<file path="config.mk">
export PLATFORM = sky130hd
export DESIGN_NAME = pug_game_sequencer
export DESIGN_NICKNAME = d
export VERILOG_FILES = /design/src/rtl/pug_game_sequencer.sv
export SDC_FILE = /design/constraint.sdc
export NUM_CORES = 1
export LEC_CHECK = 0
export ABC_AREA = 1
export CORE_ASPECT_RATIO = 1.5
export CORE_MARGIN = 2
export CORE_UTILIZATION = 49
export DETAILED_ROUTE_END_ITERATION = 12
export GPL_ROUTABILITY_DRIVEN = 0
export PLACE_DENSITY = 0.85
export SLEW_MARGIN = 40
export SYNTH_ARGS = -nofsm -noshare
export SYNTH_HDL_FRONTEND = slang
export SYNTH_SLANG_ARGS = --single-unit
</file>
<file path="constraint.sdc">
create_clock -name clk -period 1.5 [get_ports clk]
set_input_delay 0.3 -clock clk [delete_from_list [all_inputs] [get_ports clk]]
set_output_delay 0.3 -clock clk [all_outputs]
set_load 0.1 [all_outputs]
</file>
<file path="src/rtl/pug_game_sequencer.sv">
// Round controller for the Magical Pug VGA game: countdown, run, pause, over.
// Motion strobes are aligned to frame boundaries; tracks the session high score.
module pug_game_sequencer #(
    parameter int SCORE_W          = 10,
    parameter int SLOW_DIV         = 3,
    parameter int FAST_DIV         = 1,
    parameter int CD_FRAMES        = 60,
    parameter int OVER_HOLD_FRAMES = 120
) (
    input  logic               clk,
    input  logic               reset,
    input  logic               frame_end,
    input  logic               start_pressed,
    input  logic               reset_pressed,
    input  logic               pause_pressed,
    input  logic               collision,
    input  logic               level_fast,
    input  logic [SCORE_W-1:0] score,
    output logic               game_active,
    output logic               game_reset,
    output logic               move_tick,
    output logic [1:0]         countdown,
    output logic [2:0]         state,
    output logic [SCORE_W-1:0] high_score,
    output logic               new_record
);

    typedef enum logic [2:0] {
        S_IDLE  = 3'd0,
        S_CD    = 3'd1,
        S_RUN   = 3'd2,
        S_PAUSE = 3'd3,
        S_OVER  = 3'd4
    } st_t;

    localparam logic [7:0] CD_LAST   = 8'(CD_FRAMES - 1);
    localparam logic [7:0] HOLD_MAX  = 8'(OVER_HOLD_FRAMES);
    localparam logic [3:0] SLOW_LAST = 4'(SLOW_DIV - 1);
    localparam logic [3:0] FAST_LAST = 4'(FAST_DIV - 1);

    st_t                cur_st;
    st_t                nxt_st;
    logic [7:0]         frame_cnt;
    logic [7:0]         frame_cnt_n;
    logic [7:0]         hold_cnt;
    logic [7:0]         hold_cnt_n;
    logic [3:0]         tick_cnt;
    logic [3:0]         tick_cnt_n;
    logic [3:0]         div_last;
    logic [1:0]         cd_n;
    logic [SCORE_W-1:0] hi_n;
    logic               rec_n;
    logic               greset_n;
    logic               tick_n;

    assign state = cur_st;

    // Next-state and next-output logic; reset_pressed overrides everything,
    // then per-state priority collision > pause > start/frame handling.
    always_comb begin
        nxt_st      = cur_st;
        frame_cnt_n = frame_cnt;
        hold_cnt_n  = hold_cnt;
        tick_cnt_n  = tick_cnt;
        cd_n        = countdown;
        hi_n        = high_score;
        rec_n       = new_record;
        greset_n    = 1'b0;
        tick_n      = 1'b0;
        div_last    = level_fast ? FAST_LAST : SLOW_LAST;
        if (reset_pressed) begin
            nxt_st   = S_IDLE;
            greset_n = 1'b1;
            cd_n     = 2'd0;
            rec_n    = 1'b0;
        end else begin
            case (cur_st)
                S_IDLE: begin
                    if (start_pressed) begin
                        nxt_st      = S_CD;
                        cd_n        = 2'd3;
                        frame_cnt_n = 8'd0;
                        greset_n    = 1'b1;
                    end
                end
                S_CD: begin
                    if (frame_end) begin
                        if (frame_cnt == CD_LAST) begin
                            frame_cnt_n = 8'd0;
                            if (countdown == 2'd1) begin
                                nxt_st     = S_RUN;
                                cd_n       = 2'd0;
                                tick_cnt_n = 4'd0;
                            end else begin
                                cd_n = countdown - 2'd1;
                            end
                        end else begin
                            frame_cnt_n = frame_cnt + 8'd1;
                        end
                    end
                end
                S_RUN: begin
                    if (collision) begin
                        nxt_st     = S_OVER;
                        hold_cnt_n = 8'd0;
                        if (score > high_score) begin
                            hi_n  = score;
                            rec_n = 1'b1;
                        end
                    end else if (pause_pressed) begin
                        nxt_st = S_PAUSE;
                    end else if (frame_end) begin
                        // >= also catches a count left above a newly smaller divider
                        if (tick_cnt >= div_last) begin
                            tick_n     = 1'b1;
                            tick_cnt_n = 4'd0;
                        end else begin
                            tick_cnt_n = tick_cnt + 4'd1;
                        end
                    end
                end
                S_PAUSE: begin
                    if (pause_pressed) begin
                        nxt_st = S_RUN;
                    end
                end
                S_OVER: begin
                    if (start_pressed && hold_cnt >= HOLD_MAX) begin
                        nxt_st      = S_CD;
                        cd_n        = 2'd3;
                        frame_cnt_n = 8'd0;
                        rec_n       = 1'b0;
                        greset_n    = 1'b1;
                    end else if (frame_end && hold_cnt < HOLD_MAX) begin
                        hold_cnt_n = hold_cnt + 8'd1;
                    end
                end
                default: begin
                    nxt_st = S_IDLE;
                end
            endcase
        end
    end

    // State, counters and all outputs registered together.
    always_ff @(posedge clk) begin
        if (reset) begin
            cur_st      <= S_IDLE;
            frame_cnt   <= 8'd0;
            hold_cnt    <= 8'd0;
            tick_cnt    <= 4'd0;
            countdown   <= 2'd0;
            high_score  <= '0;
            new_record  <= 1'b0;
            game_reset  <= 1'b0;
            move_tick   <= 1'b0;
            game_active <= 1'b0;
        end else begin
            cur_st      <= nxt_st;
            frame_cnt   <= frame_cnt_n;
            hold_cnt    <= hold_cnt_n;
            tick_cnt    <= tick_cnt_n;
            countdown   <= cd_n;
            high_score  <= hi_n;
            new_record  <= rec_n;
            game_reset  <= greset_n;
            move_tick   <= tick_n;
            game_active <= (nxt_st == S_RUN);
        end
    end

endmodule

</file>
# [Word level (Yosys, flattened, before mapping)]
# Cells that the tools add are included.
[totals] regBits=39 inputBits=18 out_inout_bits=19
[classes] add_sub_neg=4 n_lt_le_gt_ge=4 n_eq_ne=19 n_mux=43 bitwise_logic=3 reduce_logical=14
[op_table] operator="$mux W8" count=7
[op_table] operator="$mux W4" count=7
[op_table] operator="$mux W3" count=9
[op_table] operator="$ne A2 B2 Y1 const B" count=12
[op_table] operator="$pmux W8 S3" count=1
[op_table] operator="$add A8 B1 Y8 const B" count=2
[op_table] operator="$pmux W8 S2" count=1
[op_table] operator="$pmux W3 S5" count=1
[op_table] operator="$reduce_and A5 Y1" count=3
[op_table] operator="$mux W2" count=6
[op_table] operator="$gt A10 B10 Y1" count=1
[op_table] operator="$eq A3 B2 Y1 const B" count=3
[op_table] operator="$eq A8 B6 Y1 const B" count=1
[op_table] operator="$ge A8 B7 Y1 const B" count=1
[op_table] operator="$lt A8 B7 Y1 const B" count=1
[op_table] operator="$pmux W4 S2" count=1
[op_table] operator="$reduce_and A4 Y1" count=2
[op_table] operator="$reduce_and A8 Y1" count=1
[op_table] operator="$mux W1" count=7
[op_table] operator="$pmux W2 S3" count=1
[op_table] operator="$reduce_or A6 Y1" count=1
[op_table] operator="$add A4 B1 Y4 const B" count=1
[op_table] operator="$ge A4 B2 Y1" count=1
[op_table] operator="$pmux W1 S2" count=2
[op_table] operator="other kinds (10)" count=14

# [Longest topological paths before layout]
# Gate-level depths: netlist (run 1).
[logic_depth] depth_word=7 ltp_mapped=12 mapped_depth_nobuf=12

# [Least setup slack after synthesis (run 1)]
# No wires, ideal clock.
[synth_path] kind="register to register" start="reg high_score[9]" end="reg high_score[0]" arrival_time_ns=2.234 path_slack_ns=-0.866 stages_incl_launch_ff=11 n_path_buf=1 synth_period_minus_slack_ns=2.366 cell_sequence="dfxtp_1 > inv_1 > ha_1 > nand2_1 > nor2_1 > nand3_1 > nand3_1 > nand3_4 > buf_6 > nand2_1 > a21oi_1"
[synth_via] elab_chain_len=2
[synth_rtl] element="start, declared" line_no="24" rtl="output logic [SCORE_W-1:0] high_score,"
[synth_rtl] element="start signal, assigned" line_no="164" rtl="high_score <= hi_n;"
[synth_rtl] element="$gt A10 B10 Y1" line_no="106" rtl="if (score > high_score) begin"
[synth_rtl] element="$reduce_and A4 Y1 (no line)"
# No other way between the ends.
# A chain may end at the register's enable or synchronous reset.

# [Worst setup path in the final report (run 1)]
[layout_path] start="reg high_score[3]" end="reg high_score[4]"
# The elaborated chain is that of the path after synthesis.

==> results by group, run 1 <==
Status
  • Status: complete, but fails checks
  • Failing checks: setup timing

Worst setup path
  • Crit path launch type: flop
  • Top delay family on crit path: simple AND/OR/NAND/NOR gates
  • CP max-delay cell: dfxtp_4
  • Arr. time, crit path: 1960 ps
  • Largest stage delay, worst path: 370 ps
  • Critical path endpoint category: flop
  • Critical-path cell list: inv_4 -> ha_4 -> nand2_2 -> nor2_4 -> nand3b_1 -> nand2_2 -> clkinv_4 -> nand3_4 -> nand2_2 -> nand2_1 -> nor2_1
  • Critical setup path kind: flop to flop
  • Required @ worst endpoint: between 1500 and 2000 ps
  • Critical-path maximum fanout: 5
  • CP startpoint: high_score[3]$_SDFFE_PP0P_
  • Worst path most repeated cell: nand2_2
  • Critical path buffers and inverters: 2
  • RR Startpoint: high_score[3]$_SDFFE_PP0P_

Clocking
  • Root Driver: clkbuf_8
  • CTS tree: built
  • Reg clk slew, reported paths: 70 ps
  • Worst-Skew Late Latency: ~300 ps
  • Cts bufs inserted: 5
  • Clock buffer depth: 2
  • CTS sink cnt: 39
  • H-tree levels: 2
  • Hold buffers post-CTS: 0

Die
  • Die height: a little over 90 um
  • Die Wd: 61.8 um
  • Initial Util: 0.507
  • Core ar.: 4850 um^2
  • Die area: between 5000 and 6000 um^2
  • I/O pin count: 37
  • Core Rows: 31

Drt
  • Via count: 2,866
  • Initial DRC count: between 200 and 250
  • Routed len/inst: ~17 um
  • DR pass1 iterations: 5
  • Final WL: 8.88 mm
  • DR DRC count: 0
  • Routed vias/inst: 5.62
  • ANT nets after route: 0

Synth
  • Yosys cell types: 33
  • Cells after synthesis: 358
  • Asr flop ratio synth: 0
  • Main synth FF type: dfxtp_1
  • Syn Std Cell Area: 2460 um^2
  • Synth warn: 0
  • Number of synthesized register bits: 39
  • Seq/Total Area, Yosys: 0.318
  • Synth Area per Inst: 6.86 um^2
  • Syn nets: 392
  • Post-synth EDFFs: 0

Cells and area
  • Finished Layout Cells: 510
  • Design area: 3940 um^2
  • Area Overhead vs Synth: 60.2%
  • Core Util, Final: 0.812
  • Antenna Cells: 0
  • Share of layout cells above drive strength 1: 0.410
  • Total Nets Final: 477

STA
  • Final hold slack: 442 ps
  • Worst-margin pin slew: between 500 and 600 ps
  • Max Clock Freq: 0.564 GHz
  • Final max-slew violation count: 0
  • TNS Setup: -2390 ps
  • RSZ-0062 raised after global routing: true
  • Setup slack after layout: -273 ps
  • Final period utilization: 1.18
  • # setup viols final: 11
  • Fin. Hold Viols: 0
  • Min Tclk post-route: 1770 ps
  • Worst relative slew slack: 0.645
  • Clock Skews: between 6 and 7 ps

Global routing
  • Remaining global-route overflow: 0
  • Initial antenna violation count: 0
  • First-pass GRT wire length: 12.0 mm
  • Pin count of the biggest net entering global routing: 19
  • GRT busiest layer: met2
  • Vias in the first global route: 2,742
  • Global Route met2 Usage: 0.511
  • Grt met1 use: 0.277
  • GRT Total Usage: 0.283
  • Met3 usage in global routing: 0.0602

Placed design
  • HPWL after DPL: 5.04 mm
  • Area of placed instances: 3480 um^2
  • Inst Count DP: around 500
  • I/O Buffers: 36

Hold path
  • Start point of the worst hold path: score[5]
  • Worst hold path class: primary input to flop

Pwr
  • P_leak: 1.65 nW
  • PwrDens: 543 nW/um^2
  • Max IR drop VDD: about 480 uV

Flow run
  • Max_cap viols: 0
## logic make-up after synthesis
family                     synth area share
and+or+nand+nor                       0.393
adders and majority gates            0.0815
buffers and inverters                0.0942
DFF                                   0.318
xor gates and xnor gates             0.0214
AOI/OAI and AO/OA                    0.0927
## repair_timing
action / 4_1_cts / 5_1_grt
gates cloned: 2 / 1
setup endpoints to repair: 12 / 25
pin swaps: 11 / 28
gates resized for setup: 38 / 38
setup buffers: 2 / 9
## tightest hold or removal path, stage by stage
cell and delay, ps:
dlygate4sd2_1 260, nor2_1 60, nor2_1 80
## where the power goes
part | switching [mW] | total, mW | internal (mW) | leakage, nW
Clock | 0.375 | 0.692 | 0.317 | 0.0403
Sequential | 0.0119 | 1.03 | 1.02 | 0.328
Combinational | 0.245 | 0.413 | 0.168 | 1.28
## placed cells by master (no fill, tap or decap), types with 2 or more instances in the layout
cell type,instances
nand2_2,22
clkbuf_8,5
nand3_2,4
ha_4,10
clkdlybuf4s50_1,6
a21oi_2,2
dfxtp_4,14
inv_1,37
a21oi_1,24
ha_1,6
xnor2_1,6
nand2_1,66
nand2_4,10
nor3_1,9
buf_12,21
nand3_4,6
nor2_2,9
dfxtp_2,4
nor3_2,3
buf_6,3
nor2_8,3
nand4_1,5
and2_1,2
inv_2,8
o21ai_2,3
dfxtp_1,21
dlygate4sd2_1,10
clkinv_1,2
a31oi_1,2
nor2_4,4
buf_4,38
inv_4,8
nor2_1,40
o21ai_0,5
nand3_1,13
nor3b_1,2
## per-stage QoR
step                      total power, mW  worst slack (ps)
after floorplan                      1.23              -212
after global placement               1.38              -558
after detailed placement             1.39              -640
after CTS                            2.07             -99.8
after global routing                 2.22              -386
final                                2.14              -273
## cell usage after synthesis (2+ instances only)
master | count | area share
clkbuf_1 | 3 | 0.0046
nor3_1 | 12 | 0.024
o21ai_1 | 2 | 0.0041
o21ai_0 | 5 | 0.010
nor2_1 | 49 | 0.075
ha_1 | 16 | 0.081
nor2_2 | 3 | 0.0076
inv_2 | 8 | 0.012
nand3_4 | 2 | 0.014
nand2_2 | 5 | 0.013
nand4_1 | 5 | 0.013
dfxtp_1 | 39 | 0.32
a31oi_1 | 2 | 0.0051
o21ai_2 | 2 | 0.0071
and2_1 | 2 | 0.0051
a21oi_1 | 26 | 0.053
nor2_8 | 3 | 0.024
nand2_4 | 5 | 0.023
inv_1 | 46 | 0.070
nand2_1 | 88 | 0.13
xnor2_1 | 6 | 0.021
nor3b_1 | 2 | 0.0061
nand3_1 | 17 | 0.035
## flip-flops by register name (all words and copies together), names as in the netlist, 2 cells and up
name	cells
high_score	10
hold_cnt	8
state	3
tick_cnt	4
frame_cnt	8
countdown	2
## per-layer routing
layer	share of wire	vias up
met3	0.068	52
met2	0.54	174
met4	0.059	0
met5	0	-
li1	-	1310
met1	0.33	1330
## path summary, 6_finish.rpt
path	to	slack, ps	cells after the start
min reg2reg	tick_cnt[3]$_SDFFE_PP0P_	450	2
max	high_score[4]$_SDFFE_PP0P_	-270	11
min	high_score[5]$_SDFFE_PP0P_	440	3
max reg2reg	high_score[4]$_SDFFE_PP0P_	-270	11
## area by class of cell
cell class                 instances  area (um^2)
sequential                        39          838
multi-input combinational        263         1800
clock inverter                     2         7.51
tap                               66         82.6
fill                             267          911
timing repair buffer              79          900
inverter                          55          236
clock buffer                       6         72.6
(Power assumes the default switching activity.)
==> run 2: changes to the inputs <==
- clock period: 1.5 -> 1.6 ns (I/O delays scaled with it)
==> results by group, run 2 (synthesis gave the netlist of run 1 again) <==
Status
  • Status: complete, but fails checks
  • Failing checks: setup timing

Pwr
  • Clock power share: 0.330 (+0.006)
  • Sequential share of power: 0.500 (+0.017)
  • Combinational Power Share: 0.170 (-0.023)
  • Max IR drop VDD: 607 uV (+27%)
  • Switching fraction of total power: 0.284 (-0.0114)
  • Net Switching: 0.551 mW (-13%)
  • P_leak: 1.51 nW (-8.4%)
  • PwrDens: 538 nW/um^2 (-0.92%)
  • Internal Power: 1.39 mW (-7.9%)
  • Total chip power: 1.94 mW (-9.3%)

Worst setup path
  • Reg2Reg Depth: 11 (unchanged)
  • CP max-delay cell: dfxtp_4
  • R2r endpoint: new_record$_SDFFE_PP0P_
  • FF-to-FF setup slack: -20 ps (+250 ps)
  • Crit path launch type: flop
  • RR Startpoint: high_score[5]$_SDFFE_PP0P_
  • CP startpoint: high_score[5]$_SDFFE_PP0P_
  • Critical-path maximum fanout: 5 (unchanged)
  • Worst Setup EP: new_record$_SDFFE_PP0P_
  • Worst path most repeated cell: nand2_1
  • Critical setup path kind: flop to flop
  • Arr. time, crit path: 1820 ps (-140 ps)
  • Required @ worst endpoint: 1790 ps (+100 ps)
  • Critical-path cell list: inv_4 -> ha_4 -> a21oi_1 -> nand2_1 -> nand2_2 -> nand3_4 -> buf_6 -> nand2_1 -> nand2_1 -> nand2_1 -> a21oi_1
  • Largest stage delay, worst path: 360 ps (about the same)
  • Critical path endpoint category: flop

STA
  • Final hold slack: 440 ps (-1.92 ps)
  • Max Clock Freq: 0.617 GHz (+9.3%)
  • # setup viols final: 1 (-10)
  • RSZ-0062 raised after global routing: true
  • Final max-slew violation count: 0 (unchanged)
  • Clock Skews: 9.26 ps (+2.35 ps)
  • Worst relative slew slack: 0.668 (+0.0238)
  • Min Tclk post-route: 1620 ps (-151 ps)
  • TNS Setup: -21.9 ps (+2370 ps)
  • Fin. Hold Viols: 0 (unchanged)
  • Setup slack after layout: -21.9 ps (+251 ps)
  • Final period utilization: 1.01 (-0.168)
  • Worst-margin pin slew: 497 ps (-35.7 ps)

Global routing
  • Pin count of the biggest net entering global routing: 14 (-5)
  • GRT busiest layer: met2
  • Vias in the first global route: 2,613 (-4.7%)
  • GRT Total Usage: 0.256 (-0.0270)
  • Global Route met2 Usage: 0.485 (-0.0254)
  • Initial antenna violation count: 0 (unchanged)
  • Grt met1 use: 0.239 (-0.0371)
  • Remaining global-route overflow: 0 (unchanged)
  • Met3 usage in global routing: 0.0387 (-0.0215)
  • First-pass GRT wire length: 10.9 mm (-9.0%)

Placed design
  • Post-place setup slack: -518 ps (+123 ps)
  • I/O Buffers: 36 (unchanged)
  • HPWL after DPL: 4.79 mm (-4.9%)
  • Area of placed instances: 3360 um^2 (-3.3%)
  • Inst Count DP: 473 (-3.1%)

Cells and area
  • Share of layout cells above drive strength 1: 0.318 (-0.0915)
  • Largest Register: high_score
  • Max reg flops: 10 (unchanged)
  • Total Nets Final: 457 (-4.2%)
  • Most frequent cells in the layout: nand2_1 (80), nor2_1 (43), inv_1 (38), a21oi_1 (26)
  • Biggest regs: high_score: 10 flops, frame_cnt: 8 flops, hold_cnt: 8 flops
  • Area Overhead vs Synth: 46.6%
  • Commonest non-fill, non-tap cell in the layout: nand2_1
  • Antenna Cells: 0 (unchanged)
  • Finished Layout Cells: 490 (-3.9%)
  • Core Util, Final: 0.743 (-0.0689)
  • Design area: 3600 um^2 (-8.5%)

Clocking
  • CTS tree: built
  • CTS sink cnt: 39 (unchanged)
  • H-tree levels: 2 (unchanged)
  • Root Driver: clkbuf_8
  • Clock buffer depth: 2 (unchanged)
  • Worst-Skew Late Latency: 300 ps (about the same)
  • Reg clk slew, reported paths: 80 ps (about the same)
  • Hold buffers post-CTS: 0 (unchanged)
  • Cts bufs inserted: 5 (unchanged)

Die
  • I/O pin count: 37 (unchanged)
  • Die Wd: 61.8 um (unchanged)
  • Initial Util: 0.507 (unchanged)
  • Core ar.: 4850 um^2 (unchanged)
  • Die area: 5610 um^2 (unchanged)
  • Die height: 90.7 um (unchanged)
  • Core Rows: 31 (unchanged)

Hold path
  • Number of cells on the worst hold path: 3 (unchanged)
  • Worst hold path class: primary input to flop

Drt
  • DR pass1 iterations: 5 (unchanged)
  • Routed vias/inst: 5.12 (-9.0%)
  • ANT nets after route: 0 (unchanged)
  • Initial DRC count: 88 (-64%)
  • DR DRC count: 0 (unchanged)
  • Final WL: 6.74 mm (-24%)
  • Routed len/inst: 13.8 um (-21%)
  • Via count: 2,507 (-13%)

Flow run
  • Max_cap viols: 0 (unchanged)
## run 2: metal layers
metal  vias to the layer above  wire length, um
met5                         -                0
met4                         0              216
met3                        17              226
li1                       1265                -
met2                        69             3920
met1                      1156             2380
## run 2: worst min path at each step
stage,startpoint,to
3_5_place_dp,tick_cnt[3]$_SDFFE_PP0P_,tick_cnt[3]$_SDFFE_PP0P_
2_1_floorplan,tick_cnt[3]$_SDFFE_PP0P_,tick_cnt[3]$_SDFFE_PP0P_
4_1_cts,score[1],high_score[1]$_SDFFE_PP0P_
5_1_grt,tick_cnt[3]$_SDFFE_PP0P_,tick_cnt[3]$_SDFFE_PP0P_
6_report,score[2],high_score[2]$_SDFFE_PP0P_
3_3_place_gp,tick_cnt[3]$_SDFFE_PP0P_,tick_cnt[3]$_SDFFE_PP0P_
## run 2: final cells by class
type	instances	area, um^2
fill	350	1240
multi-input combinational	263	1660
clock inverter	2	7.51
timing repair buffer	59	714
inverter	55	229
tap	66	82.6
sequential	39	835
clock buffer	6	72.6
## run 2: power by group through the flow
| stage | Clock (mW) | Sequential, mW | Combinational, mW |
|---|---|---|---|
| after global routing | 0.687 | 0.970 | 0.356 |
| after global placement | 0 | 0.990 | 0.299 |
| after floorplan | 0 | 1.03 | 0.127 |
| final | 0.640 | 0.969 | 0.330 |
| after CTS | 0.647 | 0.968 | 0.318 |
| after detailed placement | 0 | 0.991 | 0.308 |
## run 2: timing repair
action / 4_1_cts / 5_1_grt
endpoints found under the setup margin: 11 / 17
buffers inserted: 3 / 3
gates resized for setup: 25 / 11
pin swaps: 7 / 14
endpoints found under the hold margin: 0 / 0
cloned: 3 / 0
## run 2: worst max-delay path, delay by kind of cell (launching register included)
| kind | cells | cell delay (ps) |
|---|---|---|
| DFF | 1 | 360 |
| adders and majority gates | 1 | 240 |
| buffers and inverters | 2 | 200 |
| and+or+nand+nor | 6 | 510 |
| AOI/OAI and AO/OA | 2 | 210 |
==> run 3: changes to the inputs <==
- REMOVE_ABC_BUFFERS: not set -> 1
- SLEW_MARGIN: 40 -> not set
==> results by group, run 3 (synthesis gave the netlist of run 1 again) <==
Status
  • Status: complete, but fails checks
  • Failing checks: setup timing

Placed design
  • Post-place setup slack: -557 ps (-38.9 ps)
  • HPWL after DPL: 4.51 mm (-5.9%)
  • I/O Buffers: 36 (unchanged)

Worst setup path
  • Critical-path cell list: inv_2 -> ha_4 -> nand2_4 -> nor2_4 -> nand3_2 -> nand3_4 -> nand3_4 -> nand2_1 -> nand2_1 -> nor2_2
  • Largest stage delay, worst path: 360 ps (about the same)
  • Critical setup path kind: flop to flop
  • Critical path endpoint category: flop
  • Arr. time, crit path: 1930 ps (+110 ps)
  • Required @ worst endpoint: 1840 ps (+50 ps)
  • Critical-path maximum fanout: 5 (unchanged)
  • CP max-delay cell: dfxtp_2
  • Crit path launch type: flop
  • CP startpoint: high_score[9]$_SDFFE_PP0P_
  • RR Startpoint: high_score[9]$_SDFFE_PP0P_

STA
  • Worst relative slew slack: 0.664 (-0.00408)
  • # setup viols final: 11 (+10)
  • Final period utilization: 1.05 (+0.0386)
  • RSZ-0062 raised after global routing: true
  • Min Tclk post-route: 1680 ps (+61.8 ps)
  • Final max-slew violation count: 0 (unchanged)
  • Setup slack after layout: -83.7 ps (-61.8 ps)
  • Fin. Hold Viols: 0 (unchanged)
  • Clock Skews: 14.7 ps (+5.42 ps)
  • Worst-margin pin slew: 503 ps (+6.11 ps)
  • Max Clock Freq: 0.594 GHz (-3.7%)

Cells and area
  • Biggest regs: high_score: 10 flops, frame_cnt: 8 flops, hold_cnt: 8 flops
  • Antenna Cells: 0 (unchanged)
  • Core Util, Final: 0.753 (+0.00955)
  • Commonest non-fill, non-tap cell in the layout: nand2_1
  • Share of layout cells above drive strength 1: 0.336 (+0.0180)
  • Largest Register: high_score
  • Total Nets Final: 467 (+2.2%)
  • # fillers: 311 (-11%)
  • Most frequent cells in the layout: nand2_1 (75), nor2_1 (42), inv_1 (39), buf_4 (32), dfxtp_1 (28)
  • Max reg flops: 10 (unchanged)
  • Area of the multi-input gates: 1690 um^2 (+1.7%)
  • Area Overhead vs Synth: 48.5%
  • Register area: 795 um^2 (-4.8%)

Drt
  • Initial DRC count: 192 (+120%)
  • Routed vias/inst: 5.45 (+6.6%)
  • Routed len/inst: 16.0 um (+16%)
  • Final WL: 8.01 mm (+19%)
  • Via count: 2,727 (+8.8%)
  • DR DRC count: 0 (unchanged)
  • DR pass1 iterations: 5 (unchanged)
  • ANT nets after route: 0 (unchanged)

Global routing
  • Remaining global-route overflow: 0 (unchanged)
  • Pin count of the biggest net entering global routing: 14 (unchanged)
  • Initial antenna violation count: 0 (unchanged)
  • First-pass GRT wire length: 11.4 mm (+4.7%)
  • GRT Total Usage: 0.272 (+0.0158)
  • Vias in the first global route: 2,604 (-0.34%)

Pwr
  • Combinational Power Share: 0.172 (+0.002)
  • PwrDens: 552 nW/um^2 (+2.6%)
  • Sequential share of power: 0.491 (-0.009)
  • Max IR drop VDD: 581 uV (-4.3%)
  • Net Switching: 0.597 mW (+8.4%)
  • Internal Power: 1.42 mW (+2.2%)
  • P_leak: 1.55 nW (+2.5%)
  • Clock power share: 0.337 (+0.007)
  • Switching fraction of total power: 0.296 (+0.0121)

Clocking
  • H-tree levels: 2 (unchanged)
  • Cts bufs inserted: 5 (unchanged)
  • CTS sink cnt: 39 (unchanged)
  • Worst-Skew Late Latency: 310 ps (about the same)
  • CTS tree: built
  • Reg clk slew, reported paths: 90 ps (about the same)
  • Root Driver: clkbuf_8
  • Clock buffer depth: 2 (unchanged)

Die
  • Die height: 90.7 um (unchanged)
  • I/O pin count: 37 (unchanged)
  • Die area: 5610 um^2 (unchanged)
  • Core Rows: 31 (unchanged)
  • Core ar.: 4850 um^2 (unchanged)
  • Die Wd: 61.8 um (unchanged)
  • Initial Util: 0.507 (unchanged)

Hold path
  • Worst hold path class: primary input to flop
  • Start point of the worst hold path: score[2]

Flow run
  • Max_cap viols: 0 (unchanged)
-- run 3: cell count changes in the layout (fill, tap and decap cells not counted), sizes merged --
cell	delta
buf	+10
clkbuf	+1
clkinv	-1
-- run 3: worst max-delay path: cells and delay by family (launching register included) --
| kind | cells | cell delay, ps |
|---|---|---|
| fa+ha+maj | 1 | 280 |
| buf+inv | 1 | 60 |
| flops | 1 | 360 |
| simple gates | 8 | 910 |
-- run 3: metrics by stage --
step / std cells / TNS, ps / hold slack (ps) / cell area (um^2) / power [mW]
floorplan: 354 / -17250 / 389 / 2430 / 1.16
global placement: 483 / -4840 / 429 / 3270 / 1.29
detailed placement: 483 / -6760 / 442 / 3270 / 1.30
CTS: 495 / 0 / 406 / 3510 / 1.97
global route: 500 / -2090 / 441 / 3650 / 2.07
finish: 500 / -527 / 400 / 3650 / 2.02
-- run 3: worst paths after layout --
check / endpoint / slack [ps] / cells past startpoint
worst max-delay path: high_score[7]$_SDFFE_PP0P_ / -80 / 10
worst min-delay path: high_score[2]$_SDFFE_PP0P_ / 400 / 3
worst max register to register: high_score[7]$_SDFFE_PP0P_ / -80 / 10
worst min register to register: tick_cnt[3]$_SDFFE_PP0P_ / 460 / 2
-- run 3: repair_timing --
item,in CTS,in global routing
setup buffers,2,4
endpoints found under the setup margin,11,30
hold buffers,0,0
cloned,2,1
pin swaps,19,18
resized for setup,39,33
-- run 3: final cells by class --
| type | instances | share of cell area |
|---|---|---|
| Timing Repair Buffer | 69 | 0.216 |
| Tap cell | 66 | 0.0226 |
| Multi-Input combinational cell | 263 | 0.463 |
| Inverter | 55 | 0.0579 |
| Sequential cell | 39 | 0.218 |
| Clock inverter | 1 | 0.00137 |
| Clock buffer | 7 | 0.0209 |
-- run 3: power by group through the flow --
stage	Sequential (mW)	Combinational (mW)	Clock, mW
2_1_floorplan	1.05	0.112	0
3_3_place_gp	1.01	0.281	0
3_5_place_dp	1.01	0.289	0
4_1_cts	0.988	0.310	0.672
5_1_grt	0.989	0.367	0.712
6_report	0.989	0.347	0.679
-- run 3: layer usage --
layer | share of wire | routed length (um) | vias to the layer above | track usage
met5 | 0 | 0 | - | 0
met4 | 0.056 | 450 | 0 | 0.142
met3 | 0.045 | 364 | 44 | 0.0344
met2 | 0.54 | 4290 | 119 | 0.493
met1 | 0.36 | 2910 | 1269 | 0.281
li1 | - | - | 1295 | -
